[src/rtl/hs_rr_arbiter.sv]
// hs_rr_arbiter: clocked round-robin merge of N four-phase req/grant channels onto one upstream four-phase channel
// Ports:
//   clk, rst      system clock, synchronous active-high reset
//   req[N]        four-phase requests (held until grant, released after grant)
//   grant[N]      registered one-hot-or-zero grants
//   up_req        registered upstream request
//   up_ack        upstream acknowledge
//   busy          high whenever the handshake FSM is not idle
//   grant_id      index of the current or last winner
//   err           sticky upstream-handshake timeout flag
module hs_rr_arbiter #(
   parameter int N = 2,
   parameter int SYNC_STAGES = 2,
   parameter int TIMEOUT = 0,
   localparam int IW = (N > 1) ? $clog2(N) : 1
) (
   input  logic          clk,
   input  logic          rst,
   input  logic [N-1:0]  req,
   output logic [N-1:0]  grant,
   output logic          up_req,
   input  logic          up_ack,
   output logic          busy,
   output logic [IW-1:0] grant_id,
   output logic          err
);
   localparam logic [1:0] IDLE = 2'd0;
   localparam logic [1:0] REQ  = 2'd1;
   localparam logic [1:0] HOLD = 2'd2;
   localparam logic [1:0] REL  = 2'd3;
   logic [1:0]    state;
   logic [N-1:0]  req_s;
   logic          ack_s;
   logic [IW-1:0] ptr, off, win;
   logic [N-1:0]  rot;
   if (SYNC_STAGES == 0) begin : g_nosync
      assign req_s = req;
      assign ack_s = up_ack;
   end else begin : g_sync
      logic [SYNC_STAGES-1:0][N-1:0] req_ff;
      logic [SYNC_STAGES-1:0]        ack_ff;
      always_ff @(posedge clk) begin
         if (rst) begin
            req_ff <= '0;
            ack_ff <= '0;
         end else begin
            req_ff[0] <= req;
            ack_ff[0] <= up_ack;
            for (int i = 1; i < SYNC_STAGES; i++) begin
               req_ff[i] <= req_ff[i-1];
               ack_ff[i] <= ack_ff[i-1];
            end
         end
      end
      assign req_s = req_ff[SYNC_STAGES-1];
      assign ack_s = ack_ff[SYNC_STAGES-1];
   end
   // rotate so bit 0 is the ptr position; the lowest set bit is the offset of the winner from ptr
   always_comb begin
      rot = N'({req_s, req_s} >> ptr);
      off = '0;
      for (int k = N - 1; k >= 0; k--) off = rot[k] ? IW'(k) : off;
      win = IW'((int'(ptr) + int'(off)) % N);
   end
   always_ff @(posedge clk) begin
      if (rst) begin
         state    <= IDLE;
         grant    <= '0;
         up_req   <= 1'b0;
         grant_id <= '0;
         ptr      <= '0;
      end else begin
         case (state)
            IDLE: if (|req_s) begin
               grant_id <= win;
               up_req   <= 1'b1;
               state    <= REQ;
            end
            REQ: if (ack_s) begin
               grant <= N'(1) << grant_id;
               state <= HOLD;
            end
            HOLD: if (!req_s[grant_id]) begin
               up_req <= 1'b0;
               state  <= REL;
            end
            REL: if (!ack_s) begin
               grant <= '0;
               ptr   <= IW'((int'(grant_id) + 1) % N);
               state <= IDLE;
            end
         endcase
      end
   end
   assign busy = state != IDLE;
   if (TIMEOUT == 0) begin : g_noto
      assign err = 1'b0;
   end else begin : g_to
      localparam int CW = $clog2(TIMEOUT + 1);
      logic [CW-1:0] cnt;
      logic          waiting;
      // leaving a wait state (or never being in one) clears the count, so every entry starts at zero
      assign waiting = (state == REQ && !ack_s) || (state == REL && ack_s);
      always_ff @(posedge clk) begin
         if (rst) begin
            cnt <= '0;
            err <= 1'b0;
         end else if (!waiting) begin
            cnt <= '0;
         end else begin
            cnt <= (cnt == CW'(TIMEOUT)) ? cnt : cnt + 1'b1;
            if (cnt == CW'(TIMEOUT - 1)) err <= 1'b1;
         end
      end
   end
endmodule

[config.mk]
export PLATFORM = sky130hd
export DESIGN_NAME = hs_rr_arbiter
export DESIGN_NICKNAME = d
export VERILOG_FILES = /design/src/rtl/hs_rr_arbiter.sv
export SDC_FILE = /design/constraint.sdc
export NUM_CORES = 1
export LEC_CHECK = 0
export ABC_AREA = 1
export CORE_MARGIN = 10
export CORE_UTILIZATION = 45
export CTS_CLUSTER_SIZE = 16
export DETAILED_ROUTE_END_ITERATION = 10
export GPL_TIMING_DRIVEN = 0
export PLACE_DENSITY = 0.71
export SETUP_SLACK_MARGIN = 0.5
export SYNTH_ARGS = -nofsm -noshare
export SYNTH_HDL_FRONTEND = slang
export SYNTH_SLANG_ARGS = --single-unit
[constraint.sdc]
create_clock -name clk -period 2.51 [get_ports clk]
set_clock_uncertainty 0.2 [all_clocks]
set_input_delay 0.502 -clock clk [delete_from_list [all_inputs] [get_ports clk]]
set_output_delay 0.502 -clock clk [all_outputs]
set_load 0.03 [all_outputs]
==> flow_metrics.py <==
metrics = {
    "status": {
        "outcome": "complete, no violations",
    },
    "placement": {
        "dpl_cell_area_um2": 739,
        "portBuffers": 9,
        "hpwl_um": 941,
        "gp_congestion": 0.804,
    },
    "die": {
        "dieHeight_um": 57.4,
        "initial_core_util_pct": 47.9,
        "die_area_mm2": 0.00330,
        "fp.dieW_um": 57.4,
        "io_pins": 11,
        "core_area_mm2": 0.00132,
        "rows": 13,
    },
    "routing": {
        "postRouteAntennaNets": 0,
        "drt_pass1_iterations": 5,
        "wl_per_cell_um": 9.90,
        "drt-initial-drc-count": 6,
        "wl_met3_um": 58,
        "drc": 0,
        "drt-met1-wl_um": 552,
        "dr_wl_met2_um": 502,
        "wirelength_um": 1140,
        "vias": 537,
        "viasPerCell": 4.67,
        "routed.top_layer": "met4",
    },
    "cells_and_area": {
        "mostFrequentLayoutCells": "nand2_1, inv_1, dfxtp_1",
        "n_antenna_cell": 0,
        "final_layout_size_suffix_gt1_share_pct": 11.0,
        "fin_area_um2": 774,
        "area_growth_pct": 22.8,
        "fin_nets": 112,
        "final_common_cell": "nand2_1",
    },
    "critical_path": {
        "rr_worst_depth": 8,
        "crit_top_cell": "inv_1",
        "crit_path_end_kind": "output port",
        "worstPathRequired_ns": 1.81,
        "cp.arrival_ns": 1.22,
        "cp_max_fo": 5,
        "path_class": "reg2out",
        "max_stage_delay_ns": 0.33,
        "worstPathCellList": "inv_1 -> ha_2 -> inv_1 -> clkbuf_4",
        "worst-path-buf-inv": 3,
        "cp_num_cells": 4,
        "crit_family": "buffers and inverters",
        "cp-start-kind": "flop",
        "critPathSlowestCell": "dfxtp_1",
    },
    "pwr": {
        "seq_power_share_pct": 37.5,
        "vdd_ir_drop_max_v": 0.000430,
        "p_leak_nw": 0.417,
        "clkPwrFrac_pct": 18.5,
        "power_density_mw_per_mm2": 900,
        "switchingPower_uw": 283,
        "p_comb_share_pct": 44.0,
        "swShare_pct": 40.6,
        "p_int_uw": 414,
    },
    "clock_tree": {
        "cts_buffers": 3,
        "clk_path_buf_depth": 2,
        "cts_tree": "built",
        "post-cts-setup-buffers": 0,
        "cts_root_buffer": "clkbuf_4",
        "clock_latency_ns": 0.28,
        "cts_sinks": 13,
        "clk_pin_slew_worst_paths_ns": 0.09,
        "h-tree-depth": 1,
    },
    "timing": {
        "setup_viol": 0,
        "fin_hold_ws_ns": 0.207,
        "hold_viol": 0,
        "clock.fmax_mhz": 521,
        "rsz0062_at_grt": "yes",
        "period_needed_ns": 1.92,
        "period_share_pct": 76.4,
        "maxSlewViolCount": 0,
        "fin_setup_tns_ns": 0,
    },
    "grt": {
        "grt_max_degree": 11,
        "grt_usage_pct": 7.84,
        "antenna_found_initial": 0,
        "grt_pass1_wl_um": 2080,
        "overflow": 0,
        "grt_pass1_vias": 525,
    },
    "synthesis": {
        "synth-compound-area-share_pct": 8.93,
        "ys_types": 17,
        "ys_seq_elements": 13,
        "synth_top_family_by_area": "simple AND/OR/NAND/NOR gates",
        "yosys.area_share.simple_pct": 24.8,
        "synthXorXnorAreaFrac_pct": 0,
        "yosys_warnings": 0,
        "synthCells": 87,
        "syn_nets": 98,
        "syn-cell-area_um2": 631,
        "synthMuxAreaShare_pct": 0,
        "syn_area_per_cell_um2": 7.25,
        "synthAdderAreaFrac_pct": 11.9,
        "yosysSeqAreaShare_pct": 41.3,
    },
    "job": {
        "maxCapViolCount": 0,
    },
    "worst_hold_path": {
        "holdCritPathClass": "reg2reg",
        "min_delay_path_depth": 2,
    },
}
-- power groups by stage --
| stage | combinational (mW) | sequential [mW] | clock (mW) |
|---|---|---|---|
| after floorplan | 0.221 | 0.272 | 0 |
| after global placement | 0.309 | 0.263 | 0 |
| after detailed placement | 0.315 | 0.264 | 0 |
| after CTS | 0.304 | 0.261 | 0.133 |
| after global routing | 0.369 | 0.266 | 0.140 |
| final | 0.307 | 0.261 | 0.129 |
-- metal layers --
metal,up-vias,GRT usage (%)
li1,290,-
met1,237,8.81
met2,8,11.2
met3,2,2.88
met4,0,7.05
met5,-,0
-- per-stage QoR --
step	worst slack, ns	power, mW	std cells	utilization, %
final	0.592	0.697	115	58.8
after global routing	0.489	0.775	115	58.8
after CTS	0.505	0.698	115	57.8
after detailed placement	0.334	0.579	111	56.1
after global placement	0.355	0.571	111	56.1
after floorplan	0.918	0.493	87	-
-- registers in the layout, indices dropped and copies added (netlist names) --
register,flops
req_s,2
up_req,1
g_sync.req_ff,2
grant_id,1
ptr,1
g_sync.ack_ff,2
grant,2
state,2
-- synthesized netlist by cell type --
library cell / instances / area (um^2)
a21oi_1: 6 / 30.0
a21oi_2: 1 / 8.76
buf_4: 1 / 7.51
clkbuf_1: 1 / 3.75
conb_1: 1 / 3.75
dfxtp_1: 13 / 260
ha_1: 6 / 75.1
inv_1: 17 / 63.8
inv_2: 1 / 3.75
nand2_1: 18 / 67.6
nand3_1: 6 / 30.0
nand4_1: 2 / 12.5
nor2_1: 9 / 33.8
nor2_2: 1 / 6.26
o211ai_1: 1 / 7.51
o21ai_0: 2 / 10.0
or2_0: 1 / 6.26
-- cell families (layout without fill, tap and decap cells) --
kind of cell             Yosys count  count (layout)
AND/OR/NAND/NOR                   37              37
buffers and inverters             20              33
flip-flops                        13              13
AO/OA/AOI/OAI                     10              10
other                              1               1
adder cells (fa/ha/maj)            6               6
-- worst register-to-register path: cells and delay by family, from the launching register on --
family / cells / cell delay, ns
and+or+nand+nor: 6 / 0.50
adders and majority gates: 1 / 0.24
DFF: 1 / 0.37
buffers and inverters: 1 / 0.09
-- repair_timing --
action / in CTS / in global routing
pin swaps: 0 / 0
gates resized for setup: 7 / 5
setup endpoints to repair: 2 / 4
hold buffers: 0 / 0
-- area by class of cell --
class / instances / area [um^2]
plain buffers: 2 / 11.3
clock buffers: 3 / 22.5
clock inverters: 1 / 5.00
fillers: 131 / 543
inverters: 18 / 67.6
multi-input cells: 54 / 294
flip-flops and latches: 13 / 262
well taps: 15 / 18.8
repair buffers: 9 / 93.8
-- worst paths after layout --
kind                                  to  slack [ns]        startpoint
worst max-delay path                busy        0.59          state[0]
worst min-delay path            req_s[1]        0.21  g_sync.req_ff[1]
worst max register to register  state[1]        1.01          state[1]
worst min register to register  req_s[1]        0.21  g_sync.req_ff[1]
Note: power is estimated with default switching activity, not from simulation.
